===== src/rtl/cpu_pkg.sv =====
`default_nettype none
// ============================================================================
// Module      : cpu_pkg
// Description : Shared datapath constants and the fetch-stage state encoding.
// Revision    : 1.0 - initial release
// ============================================================================
package cpu_pkg;

  localparam int               XLEN             = 32;
  localparam logic [XLEN-1:0]  RESET_PC_DEFAULT = 32'h0000_0000;
  localparam logic [XLEN-1:0]  NOP_INSTR        = 32'h0000_0000;

  // RUN: flowing; STALL_EMPTY: held, nothing parked; STALL_FULL: held, one return parked
  typedef enum logic [1:0] {
    RUN         = 2'd0,
    STALL_EMPTY = 2'd1,
    STALL_FULL  = 2'd2
  } fetch_state_e;

endpackage
`default_nettype wire


===== src/rtl/fetch_skid_buf.sv =====
`default_nettype none
// ============================================================================
// Module      : fetch_skid_buf
// Description : One-entry {pc, instr} holding register that parks an
//               instruction returning from memory while the stage is stalled.
// Revision    : 1.0 - initial release
// ============================================================================
module fetch_skid_buf #(
  parameter int XLEN = 32
) (
  input  logic            clk,
  input  logic            rst,
  input  logic            clear,
  input  logic            load,
  input  logic            drain,
  input  logic [XLEN-1:0] load_pc,
  input  logic [XLEN-1:0] load_instr,
  output logic            valid,
  output logic [XLEN-1:0] pc,
  output logic [XLEN-1:0] instr
);

  logic            valid_q, valid_d;
  logic [XLEN-1:0] pc_q, pc_d;
  logic [XLEN-1:0] instr_q, instr_d;

  // Next entry contents: clear beats load, load beats drain
  always_comb begin
    valid_d = valid_q;
    pc_d    = pc_q;
    instr_d = instr_q;
    if (clear) begin
      valid_d = 1'b0;
    end else if (load) begin
      valid_d = 1'b1;
      pc_d    = load_pc;
      instr_d = load_instr;
    end else if (drain) begin
      valid_d = 1'b0;
    end
  end

  // Entry storage
  always_ff @(posedge clk) begin
    if (rst) begin
      valid_q <= 1'b0;
      pc_q    <= '0;
      instr_q <= '0;
    end else begin
      valid_q <= valid_d;
      pc_q    <= pc_d;
      instr_q <= instr_d;
    end
  end

  assign valid = valid_q;
  assign pc    = pc_q;
  assign instr = instr_q;

endmodule
`default_nettype wire


===== src/rtl/pc_fetch_stage.sv =====
`default_nettype none
// ============================================================================
// Module      : pc_fetch_stage
// Description : Instruction-fetch front end. Owns the PC, issues word reads
//               to a 1-cycle synchronous instruction memory and fills the
//               IF/ID register, with a one-entry skid for stall overlap.
// Revision    : 1.0 - initial release
// ============================================================================
module pc_fetch_stage #(
  parameter int              XLEN     = cpu_pkg::XLEN,
  parameter logic [XLEN-1:0] RESET_PC = cpu_pkg::RESET_PC_DEFAULT,
  parameter int unsigned     PC_STEP  = 1
) (
  input  logic            clk,
  input  logic            rst,
  input  logic            stall,
  input  logic            redirect_valid,
  input  logic [XLEN-1:0] redirect_target,
  output logic            imem_en,
  output logic [XLEN-1:0] imem_addr,
  input  logic [XLEN-1:0] imem_rdata,
  output logic            if_valid,
  output logic [XLEN-1:0] if_pc,
  output logic [XLEN-1:0] if_instr,
  output logic [31:0]     fetch_count
);

  import cpu_pkg::*;

  logic [XLEN-1:0] pc_q, pc_d;
  logic            req_valid_q, req_valid_d;
  logic [XLEN-1:0] req_pc_q, req_pc_d;
  logic            if_valid_q, if_valid_d;
  logic [XLEN-1:0] if_pc_q, if_pc_d;
  logic [XLEN-1:0] if_instr_q, if_instr_d;
  logic [31:0]     fetch_count_q, fetch_count_d;
  fetch_state_e    state_q, state_d;

  logic            skid_load, skid_drain, skid_clear, skid_valid;
  logic [XLEN-1:0] skid_pc, skid_instr;

  // A read issues only when nothing is holding or steering the front end
  assign imem_en   = !rst && !redirect_valid && !stall;
  assign imem_addr = pc_q;

  // Next PC and in-flight request tracking; a redirect drops the in-flight read
  always_comb begin
    pc_d        = pc_q;
    req_pc_d    = req_pc_q;
    req_valid_d = imem_en;
    if (redirect_valid) begin
      pc_d        = redirect_target;
      req_valid_d = 1'b0;
    end else if (imem_en) begin
      pc_d     = pc_q + XLEN'(PC_STEP);
      req_pc_d = pc_q;
    end
  end

  // FSM state register
  always_ff @(posedge clk) begin
    if (rst) state_q <= RUN;
    else     state_q <= state_d;
  end

  // FSM next state: redirect always returns to RUN
  always_comb begin
    state_d = state_q;
    if (redirect_valid) begin
      state_d = RUN;
    end else begin
      case (state_q)
        RUN, STALL_EMPTY: begin
          if (stall) state_d = req_valid_q ? STALL_FULL : STALL_EMPTY;
          else       state_d = RUN;
        end
        STALL_FULL: if (!stall) state_d = RUN;
        default:    state_d = RUN;
      endcase
    end
  end

  // FSM outputs: IF/ID load source, skid control and the accept counter
  always_comb begin
    if_valid_d    = if_valid_q;
    if_pc_d       = if_pc_q;
    if_instr_d    = if_instr_q;
    fetch_count_d = fetch_count_q;
    skid_load     = 1'b0;
    skid_drain    = 1'b0;
    skid_clear    = 1'b0;
    if (redirect_valid) begin
      if_valid_d = 1'b0;
      skid_clear = 1'b1;
    end else begin
      case (state_q)
        RUN, STALL_EMPTY: begin
          if (stall) begin
            // Last return after stall asserts parks in the skid
            skid_load = req_valid_q;
          end else if (req_valid_q) begin
            if_valid_d    = 1'b1;
            if_pc_d       = req_pc_q;
            if_instr_d    = imem_rdata;
            fetch_count_d = fetch_count_q + 32'd1;
          end else begin
            if_valid_d = 1'b0;
          end
        end
        STALL_FULL: begin
          if (!stall && skid_valid) begin
            if_valid_d    = 1'b1;
            if_pc_d       = skid_pc;
            if_instr_d    = skid_instr;
            fetch_count_d = fetch_count_q + 32'd1;
            skid_drain    = 1'b1;
          end
        end
        default: ;
      endcase
    end
  end

  // PC, in-flight and IF/ID registers
  always_ff @(posedge clk) begin
    if (rst) begin
      pc_q          <= RESET_PC;
      req_valid_q   <= 1'b0;
      req_pc_q      <= '0;
      if_valid_q    <= 1'b0;
      if_pc_q       <= '0;
      if_instr_q    <= NOP_INSTR;
      fetch_count_q <= '0;
    end else begin
      pc_q          <= pc_d;
      req_valid_q   <= req_valid_d;
      req_pc_q      <= req_pc_d;
      if_valid_q    <= if_valid_d;
      if_pc_q       <= if_pc_d;
      if_instr_q    <= if_instr_d;
      fetch_count_q <= fetch_count_d;
    end
  end

  fetch_skid_buf #(
    .XLEN (XLEN)
  ) u_skid (
    .clk        (clk),
    .rst        (rst),
    .clear      (skid_clear),
    .load       (skid_load),
    .drain      (skid_drain),
    .load_pc    (req_pc_q),
    .load_instr (imem_rdata),
    .valid      (skid_valid),
    .pc         (skid_pc),
    .instr      (skid_instr)
  );

  assign if_valid    = if_valid_q;
  assign if_pc       = if_pc_q;
  assign if_instr    = if_instr_q;
  assign fetch_count = fetch_count_q;

endmodule
`default_nettype wire

===== config.mk =====
export PLATFORM = sky130hd
export DESIGN_NAME = pc_fetch_stage
export DESIGN_NICKNAME = d
export VERILOG_FILES = /design/src/rtl/cpu_pkg.sv /design/src/rtl/fetch_skid_buf.sv /design/src/rtl/pc_fetch_stage.sv
export SDC_FILE = /design/constraint.sdc
export NUM_CORES = 1
export LEC_CHECK = 0
export BUFFER_PORTS_ARGS = -buffer_cell sky130_fd_sc_hd__buf_2
export CAP_MARGIN = 10
export CORE_UTILIZATION = 55
export DETAILED_ROUTE_END_ITERATION = 12
export HOLD_SLACK_MARGIN = 0.1
export PLACE_DENSITY = 0.8
export SLEW_MARGIN = 20
export SYNTH_ARGS = -nofsm -noshare
export SYNTH_HDL_FRONTEND = slang
export SYNTH_SLANG_ARGS = --single-unit

===== constraint.sdc =====
create_clock -name clk -period 5.66 [get_ports clk]
set_clock_uncertainty 0.1 [all_clocks]
set_input_delay 0.849 -clock clk [delete_from_list [all_inputs] [get_ports clk]]
set_output_delay 0.849 -clock clk [all_outputs]
set_load 0.02 [all_outputs]

Word-level counts from Yosys, hierarchy flattened
Cells that the tools add are included.

word-level totals
  flip-flop bits (word level) = 229
  output and inout port bits = 130

operators by class
  $add $sub $neg = 2
  eq/ne operators = 6
  muxes and demuxes = 31
  bitwise gates (word level) = 2
  reduce and logical (&&, ||, !) cells = 17

operators with widths
  cell                   number
  $mux 32                11
  $pmux 32 s2            3
  $add 32x1->32 const B  2
  $mux 1                 12
  $ne 2x2->1 const B     4
  $mux 2                 3
  $reduce_bool 2->1      3
  $reduce_or 2->1        3
  $reduce_and 5->1       1
  $pmux 2 s2             1
  $reduce_and 2->1       2
  $logic_and 1x1->1      3
  $logic_not 1->1        3
  $reduce_and 3->1       1
  $eq 2x1->1 const B     1
  $eq 2x2->1 const B     1
  $logic_not 2->1        1
  $not 1->1              2
  $pmux 1 s2             1

Logic depth before layout (Yosys ltp)
Gate-level depths: netlist (run 1).

  depth after elaboration = 7
  gate-level depth with buffers = 7

Cells and area by module
A second synthesis (run 1) with hierarchy kept.

unflattened totals
  cell total of the unflattened synthesis = 1143
  area, all modules = 10570.1 µm²

modules (own cells, without submodules)
  module          instances  cells each  area each (µm²)  sequential area each (µm²)
  pc_fetch_stage  1          847         7302.0           3283.1
  fetch_skid_buf  1          296         3268.1           1301.2

Least setup slack after synthesis (run 1)
No wires, ideal clock.

  path type = input to output
  start = input port stall
  end = output port imem_en
  data arrival time = 1.900 ns
  data required time = 4.711 ns
  slack = 2.811 ns
  stages = 4
  path buffers = 2
  cells stage by stage = buf_4 > or3_4 > clkinv_1 > buf_1

on the way
  longest elaborated chain between the ends = 2

RTL lines
  what                line                  RTL
  start: declaration  pc_fetch_stage.sv:16  input logic stall,
  $logic_not 1->1     pc_fetch_stage.sv:43  assign imem_en = !rst && !redirect_valid && !stall;
  $logic_and 1x1->1   pc_fetch_stage.sv:43
  end: declaration    pc_fetch_stage.sv:19  output logic imem_en,

No other way between the ends.

Final worst setup path (run 1)
  start = input port redirect_valid
  end = output port imem_en

on the way
  longest elaborated chain between the ends = 3

RTL lines
  what                             line                  RTL
  start: declaration               pc_fetch_stage.sv:17  input logic redirect_valid,
  $logic_not 1->1                  pc_fetch_stage.sv:43
  $logic_and 1x1->1 (2 in series)  pc_fetch_stage.sv:43

No other way between the ends.

==> impl_metrics.toml, run 1 <==
[run_status]
outcome = "finished clean"

[clock_network]
cts_hold_buf = 0
cts_root_buf = "clkbuf_16"
clock_latency_ns = 0.50
clockBufferDepth = 3
clock-sinks = 229
htree_levels = 1
path_clk_slew_ns = 0.06
cts-resized-gates = 0
cts_tree = "built"
cts_setup_buffers = 0
numCtsBuffers = 24

[power]
power_mw = 3.44
p_leak_nw = 4.95
ir_drop_uv = 217
seqPwrFrac_pct = 49.2
p_sw_share_pct = 23.3
p_int_mw = 2.64
clkPwrFrac_pct = 44.2
p_per_area_nw_per_um2 = 295
comb_power_share_pct = 6.5
switchingPower_mw = 0.799

[final_layout]
n_antenna_cell = 0
drive_gt1_share_pct = 20.5
n_fill_cell = 1504
nets = 1384
stdcell_area_um2 = 11700
syn2layout_area_growth_pct = 17.8
final_cells = 1555

[global_route]
grt.overflow.total = 0
globalRouteTotalUtil_pct = 25.5
grt_pass1_vias = 7700
antenna_found_initial = 0
grt_pass1_wl_mm = 38.8
grt_max_degree = 92

[yosys]
yosysSeqAreaShare_pct = 46.3
syn_area_um2 = 9900
ys_top_cells_by_count = "dfxtp_1 (229), nand2_1 (229), nor2_1 (110), a21oi_1 (101), a211oi_1 (71)"
syn_nets = 1245
ys_ff_latch = 229
ys.flop_type = "dfxtp_1"
netlist_instances = 1175
syn_avg_cell_area_um2 = 8.42
synth.distinct_cells = 58
synth_top_area_share_pct = 46.3
synth_area_leaders = "dfxtp_1 (46%), nand2_1 (8.7%), mux2i_1 (6.7%)"
synth_top_area_cell = "dfxtp_1"
ys_async_sr_fraction_pct = 0
synth-edff-count = 0
ys.warnings.count = 0

[place]
portBuffers = 197
dp.cells = 1513
gp_congestion = 0.870
dpl_cell_area_um2 = 10900
dp_hpwl_mm = 15.5

[die]
rows = 48
die_y_um = 136
core_um2 = 17400
start_util_pct = 56.8
die_w_um = 136
ioPinCount = 198
die_area_um2 = 18500

[drt]
routed.top_layer = "met4"
drt_pre_antenna_iters = 7
wl_met3_mm = 1.62
via_per_inst = 5.73
drc_errors = 0
met2_length_mm = 10.6
wl_met1_mm = 11.4
wl_mm = 24.0
drt_iter0_drc = 608
vias = 8909
postRouteAntennaNets = 0
avgRoutedWirePerCell_um = 15.5

[timing]
hold_viol_final = 0
rsz0062_at_grt = "false"
setup_tns_ns = 0
worst_pin_slew_ns = 0.967
max_freq_ghz = 0.279
fin_crit_ns = 3.59
period_share_pct = 63.4
relSlewSlack_pct = 35.6
maxSlewViolCount = 0
setup_violations = 0

[worst_setup_path]
worstPathCellList = "buf_2 -> or3_4 -> clkinv_1 -> buf_2"
startpoint_type = "primary input"
cp-end-kind = "output pin"
worstPathMaxFanout = 41
critPathRequiredTime_ns = 4.71
max_stage_delay_ns = 0.52
critical_path_class = "primary input to output pin"
critical_path.slowest_cell = "or3_4"
crit_top_cell = "buf_2"
path_buf_inv = 3
critPathTopFamily = "buffers and inverters"
arrival_ns = 2.64

[hold_path]
hold_class = "register to register"

[flow_run]
drv_cap = 0
[metrics by stage]
step,setup WS [ns],hold slack [ns],utilization (%)
after CTS,2.12,0.348,66.9
after floorplan,2.81,0.313,-
after detailed placement,2.10,0.330,62.5
final,2.07,0.350,67.0
after global placement,2.15,0.322,62.5
after global routing,1.93,0.370,67.0
[cells in the final DEF, fill, tap and decap left out, types with 16 or more instances in the layout]
cell and count:
a21oi_1 101, nand4_1 17, buf_2 196, nor2_1 110
nand3_1 19, nand3b_1 24, or4_1 19, mux2i_1 66
nand2_1 229, dfxtp_1 229, nor2b_1 16, a211oi_1 71
clkbuf_16 25
[sequential cells by signal (all words and copies together) (netlist names)]
| register | flops |
|---|---|
| req_valid_q | 1 |
| u_skid.instr | 32 |
| u_skid.pc | 32 |
| state_q | 2 |
| if_valid | 1 |
| fetch_count | 32 |
| u_skid.valid | 1 |
| if_instr | 32 |
| req_pc_q | 32 |
| imem_addr | 32 |
| if_pc | 32 |
[layout make-up]
type                            instances  area [um2]  share of cell area [%]
Timing Repair Buffer                  208        1080                    9.25
Tap cell                              225         282                    2.41
Clock inverter                          4        20.0                   0.172
Inverter                               12        45.0                   0.386
Multi-Input combinational cell        839        4900                    42.0
Sequential cell                       229        4580                    39.3
Clock buffer                           38         754                    6.47
[cell families after synthesis]
| kind of cell | share of synthesized area, % |
|---|---|
| compound gates | 15.1 |
| buf+inv | 4.46 |
| simple gates | 24.6 |
| fa+ha+maj | 0.253 |
| flops | 46.3 |
| mux | 8.04 |
| xor+xnor | 1.24 |
[power groups by stage]
stage / clock [mW] / combinational, mW / sequential (mW)
detailed placement: 0 / 0.223 / 1.73
floorplan: 0 / 0.119 / 1.74
CTS: 1.55 / 0.224 / 1.69
finish: 1.52 / 0.224 / 1.69
global route: 1.61 / 0.246 / 1.70
global placement: 0 / 0.219 / 1.73
[routing by layer]
| metal | vias to the layer above | global-route usage (%) |
|---|---|---|
| met5 | - | 0 |
| met4 | 0 | 5.99 |
| met3 | 37 | 4.51 |
| met2 | 298 | 37.8 |
| met1 | 4135 | 38.0 |
| li1 | 4439 | - |
[path summary, 6_finish.rpt]
kind	to	slack, ns	depth (start not counted)	start
worst max-delay path	imem_en	2.07	4	redirect_valid
worst min-delay path	state_q[0]	0.35	1	req_valid_q
worst max register to register	if_pc[7]	2.81	5	state_q[1]
worst min register to register	state_q[0]	0.35	1	req_valid_q
Note: power is estimated with default switching activity, not from simulation.
==> inputs of run 2 (changes only) <==
ABC_AREA = 1   (was unset)
clock period = 3.3 ns   (was 5.66 ns; I/O delays follow)
==> run 2 against run 1 <==
Against the previous run: clock power grew 84%; sequential power grew 73%; area after synthesis grew 2.5%; synthesized cell count is 23% higher; flip-flop and latch count unchanged; total power is 78% higher; critical endpoint is now if_pc[14]; largest power group unchanged.
==> impl_metrics.toml, run 2 <==
[timing]
fin_crit_ns = 2.82
setup_violations = 0
maxSlewViolCount = 0
relSlewSlack_pct = 34.2
rsz0062_at_grt = "false"
hold_viol_final = 0
max_freq_ghz = 0.355
setup_tns_ns = 0
worst_pin_slew_ns = 0.987
hold_slack_ns = 0.131
period_share_pct = 85.4
fin_ws_ns = 0.481

[yosys]
ys_ff_latch = 229
syn_avg_cell_area_um2 = 7.03
netlist_instances = 1444
ys.flop_type = "dfxtp_1"
ys.warnings.count = 0
synth.most_common_cell = "nand2_1"
synth_area_leaders = "dfxtp_1 (45%), nand2_1 (14%), o21ai_0 (8.3%)"
synth_top_area_cell = "dfxtp_1"
synth-edff-count = 0
yosysSeqAreaShare_pct = 45.2
syn_nets = 1514
ys_top_cells_by_count = "nand2_1 (371), dfxtp_1 (229), nor2_1 (206), o21ai_0 (168), inv_1 (83)"
syn_area_um2 = 10100
ys_async_sr_fraction_pct = 0
synth_top_area_share_pct = 45.2
synth.distinct_cells = 38

[final_layout]
layout_commonest_cell = "nand2_1"
final_cell_mix = "nand2_1 (371), dfxtp_1 (229), nor2_1 (206)"
final_cells = 1841
stdcell_area_um2 = 12000
drive_gt1_share_pct = 16.9
syn2layout_area_growth_pct = 18.3
postLayoutCoreUtil_pct = 66.6
nets = 1663
n_fill_cell = 1621

[clock_network]
numCtsBuffers = 25
clockBufferDepth = 3
cts_tree = "built"
cts_root_buf = "clkbuf_16"
clock-sinks = 229
cts_hold_buf = 0
htree_levels = 1
cts-resized-gates = 0
path_clk_slew_ns = 0.06
cts_setup_buffers = 0
clock_latency_ns = 0.51

[place]
dpl_cell_area_um2 = 11200
dp_slack_ns = 0.902
portBuffers = 197
dp_hpwl_mm = 18.2
gp_congestion = 0.950
dp.cells = 1795

[drt]
wl_mm = 27.7
via_per_inst = 5.49
avgRoutedWirePerCell_um = 15.0
vias = 10100
drt_iter0_drc = 821
postRouteAntennaNets = 0
drt_pre_antenna_iters = 5
drc_errors = 0

[global_route]
grt.overflow.total = 0
globalRouteTotalUtil_pct = 28.2
grt_pass1_vias = 8545
antenna_found_initial = 1
grt_pass1_wl_mm = 43.1
grt_max_degree = 83

[worst_setup_path]
startpoint_type = "register"
arrival_ns = 3.08
critical_path_class = "register to register"
critical_path.slowest_cell = "clkinv_2"
worstPathCellList = "inv_2 -> nor2_4 -> buf_4 -> clkinv_2 -> nand2_1 -> a31oi_1"
max_stage_delay_ns = 0.99
worstSetupStartpoint = "state_q[1]"
worstPathMaxFanout = 65
cp-end-kind = "register"
critPathRequiredTime_ns = 3.56
rr_startpoint = "state_q[1]"
rrSetupSlack_ns = 0.48

[hold_path]
min_from = "imem_rdata[27]"
hold_class = "primary input to register"

[power]
p_leak_nw = 5.15
ir_drop_uv = 411
p_per_area_nw_per_um2 = 510
power_mw = 6.13

[die]
core_um2 = 18000
die_w_um = 138
die_y_um = 138
die_area_um2 = 19000
ioPinCount = 198
start_util_pct = 56.3
rows = 49

[run_status]
outcome = "finished clean"

[flow_run]
drv_cap = 0
run 2: layer usage:
metal	vias to the layer above	global-route usage, %	share of wire (%)
met5	-	0	0
met4	0	5.80	1.5
met3	35	3.72	7.6
met2	380	43.4	43
met1	4632	41.9	47
li1	5066	-	-
run 2: cell type report:
cell class	count	area, um2	area share [%]
inverters	89	339	2.82
flip-flops and latches	229	4580	38.2
clock buffers	35	723	6.02
multi-input cells	1040	4840	40.3
well taps	229	287	2.39
diodes	1	2.50	0.0208
clock inverters	10	111	0.928
repair buffers	208	1120	9.32
run 2: power by group:
| part | internal, mW | switching (mW) |
|---|---|---|
| combinational | 0.142 | 0.271 |
| sequential | 2.84 | 0.0740 |
| clock | 1.68 | 1.11 |
| total | 4.67 | 1.46 |
run 2: worst max-delay path: cells and delay by family (launching register included):
family | cells | cell delay (ns)
flops | 1 | 0.37
buf+inv | 3 | 1.66
simple gates | 2 | 0.40
compound gates | 1 | 0.11
run 2: worst paths after layout:
kind	to	depth (start not counted)
max	if_pc[14]	6
min reg2reg	state_q[0]	1
min	u_skid.instr[27]	3
max reg2reg	if_pc[14]	6
run 2: cells by family after synthesis:
family,synth area share [%]
flip-flops,45.2
AND/OR/NAND/NOR,27.4
XOR/XNOR,1.38
AO/OA/AOI/OAI,18.7
buffers and inverters,7.14
adder cells (fa/ha/maj),0.247
==> inputs of run 3 (changes only) <==
BUFFER_PORTS_ARGS = unset   (was -buffer_cell sky130_fd_sc_hd__buf_2)
DONT_BUFFER_PORTS = 1   (was unset)
PLACE_DENSITY = 0.73   (was 0.8)
clock period = 2.3 ns   (was 3.3 ns; I/O delays follow)
==> run 3 against run 2 <==
Against the previous run: count of clock-buffer cells in the layout did not move; cell count fell by 4.8%; flip-flop and latch count did not move; highest routed layer unchanged; core utilization rose by 1.1 points; die area did not move; total power rose by 50%; non-clock buffer count fell by 86; setup slack got worse by 0.37 ns; combinational power rose by 46%; critical path type is now primary input to register; clock power rose by 56%; sequential power rose by 45%; first-iteration DRC count fell by 8.4%; critical endpoint is now imem_addr[3].
==> impl_metrics.toml, run 3 (synthesized netlist as in run 2, its figures left out) <==
[worst_setup_path]
critPathRequiredTime_ns = 2.65
worstPathMaxFanout = 29
worstPathCellList = "dlygate4sd3_1 -> inv_2 -> nand2_4 -> nand2_2 -> inv_4 -> nand2_1 -> a31oi_1 -> dlygate4sd3_1"
critical_path_class = "primary input to register"
cp.depth = 8
critPathTopFamily = "buffers and inverters"
worstSetupStartpoint = "stall"
max_stage_delay_ns = 0.58
path_buf_inv = 4
crit_top_cell = "dlygate4sd3_1"
endpoint = "imem_addr[3]"
critical_path.slowest_cell = "dlygate4sd3_1"
worstReg2RegEnd = "fetch_count[30]"
startpoint_type = "primary input"
cp-end-kind = "register"
arrival_ns = 2.54
rrSetupSlack_ns = 0.19
rr_worst_depth = 9
rr_startpoint = "fetch_count[18]"

[drt]
vias = 9842
via_per_inst = 5.61
drt_pre_antenna_iters = 5
drc_errors = 0
wl_met1_mm = 12.7
met2_length_mm = 12.8
wl_met3_mm = 2.62
routed.top_layer = "met4"
wl_mm = 28.8
avgRoutedWirePerCell_um = 16.4
postRouteAntennaNets = 0
drt_iter0_drc = 752

[die]
die_y_um = 138
core_um2 = 18000
rows = 49
die_w_um = 138
start_util_pct = 56.3
die_area_um2 = 19000
ioPinCount = 198

[final_layout]
n_antenna_cell = 0
final_cell_mix = "nand2_1 (371), dfxtp_1 (219), nor2_1 (205)"
nets = 1577
drive_gt1_share_pct = 7.87
syn2layout_area_growth_pct = 20.3
layout_commonest_cell = "nand2_1"
postLayoutCoreUtil_pct = 67.7
final_cells = 1753

[run_status]
outcome = "finished clean"

[global_route]
grt_max_degree = 80
grt.overflow.total = 0
grt_pass1_vias = 8497
globalRouteTotalUtil_pct = 28.9
grt_pass1_wl_mm = 43.5
antenna_found_initial = 0

[clock_network]
htree_levels = 1
cts_root_buf = "clkbuf_16"
cts_tree = "built"
numCtsBuffers = 25
clock-sinks = 229
clock_latency_ns = 0.51
path_clk_slew_ns = 0.06
clockBufferDepth = 3

[timing]
setup_violations = 0
worst_pin_slew_ns = 0.738
period_share_pct = 95.3
maxSlewViolCount = 0
fin_crit_ns = 2.19
max_freq_ghz = 0.456
relSlewSlack_pct = 50.8
rsz0062_at_grt = "false"
hold_viol_final = 0
setup_tns_ns = 0

[power]
power_mw = 9.19
ir_drop_uv = 738
p_per_area_nw_per_um2 = 753
p_leak_nw = 4.76

[place]
dp.cells = 1628
portBuffers = 0
dp_hpwl_mm = 18.0
gp_congestion = 0.944

[flow_run]
drv_cap = 0

[hold_path]
hold_class = "primary input to register"
## run 3: changes by cell type in the layout (fill, tap and decap cells not counted), moves of 2 or more
cell,before,now
dfxtp_1,229,219
buf_4,7,35
dfxtp_2,0,10
bufinv_16,2,5
clkinvlp_4,3,1
dlygate4sd3_1,0,78
buf_12,4,7
inv_4,1,4
buf_2,197,0
clkinv_2,6,1
## run 3: final cells by class
class                      count  area (um2)
timing repair buffer         122        1220
clock inverter                 9         180
tap                          229         287
inverter                      89         344
clock buffer                  35         733
fill                        1558        5820
multi-input combinational   1040        4840
sequential                   229        4600
## run 3: timing repair
action / 4_1_cts / 5_1_grt
hold buffers: 81 / 0
buffers inserted: 0 / 0
endpoints found under the hold margin: 126 / 0
resized for setup: 0 / 16
setup endpoints to repair: 0 / 3
## run 3: metrics by stage
stage	hold WS, ns	cell area, um2	worst slack, ns
4_1_cts	0.125	12200	0.00599
3_3_place_gp	0.322	10400	0.356
6_report	0.141	12200	0.107
5_1_grt	0.146	12200	0.000233
2_1_floorplan	0.322	10100	0.547
3_5_place_dp	0.324	10400	0.344
## run 3: worst register-to-register path, stage by stage, from the launching register on
cell and delay [ns]:
dfxtp_1 0.54, nand2_1 0.12, nor2_1 0.17, nand2_1 0.10
nor2_1 0.15, nand3b_1 0.09, nand2_1 0.07, nand2_1 0.04
a21oi_1 0.12, dlygate4sd3_1 0.54
## run 3: per-layer routing
metal	up-vias	global-route usage [%]
li1	4906	-
met1	4520	38.8
met2	370	46.4
met3	46	6.55
met4	0	8.21
met5	-	0
## run 3: worst min-delay path by stage
stage	from	to	slack, ns	cells past startpoint
floorplan	req_valid_q	state_q[0]	0.32	1
global placement	rst	fetch_count[31]	0.32	1
detailed placement	rst	imem_addr[28]	0.32	1
CTS	redirect_valid	imem_addr[5]	0.12	3
global route	redirect_valid	imem_addr[5]	0.15	3
finish	redirect_valid	imem_addr[5]	0.14	3
## run 3: where the power goes
group	switching [mW]	internal [mW]	total [mW]	leakage [nW]
Sequential	0.147	4.08	4.22	1.86
Combinational	0.354	0.250	0.604	2.45
Clock	1.58	2.78	4.36	0.445
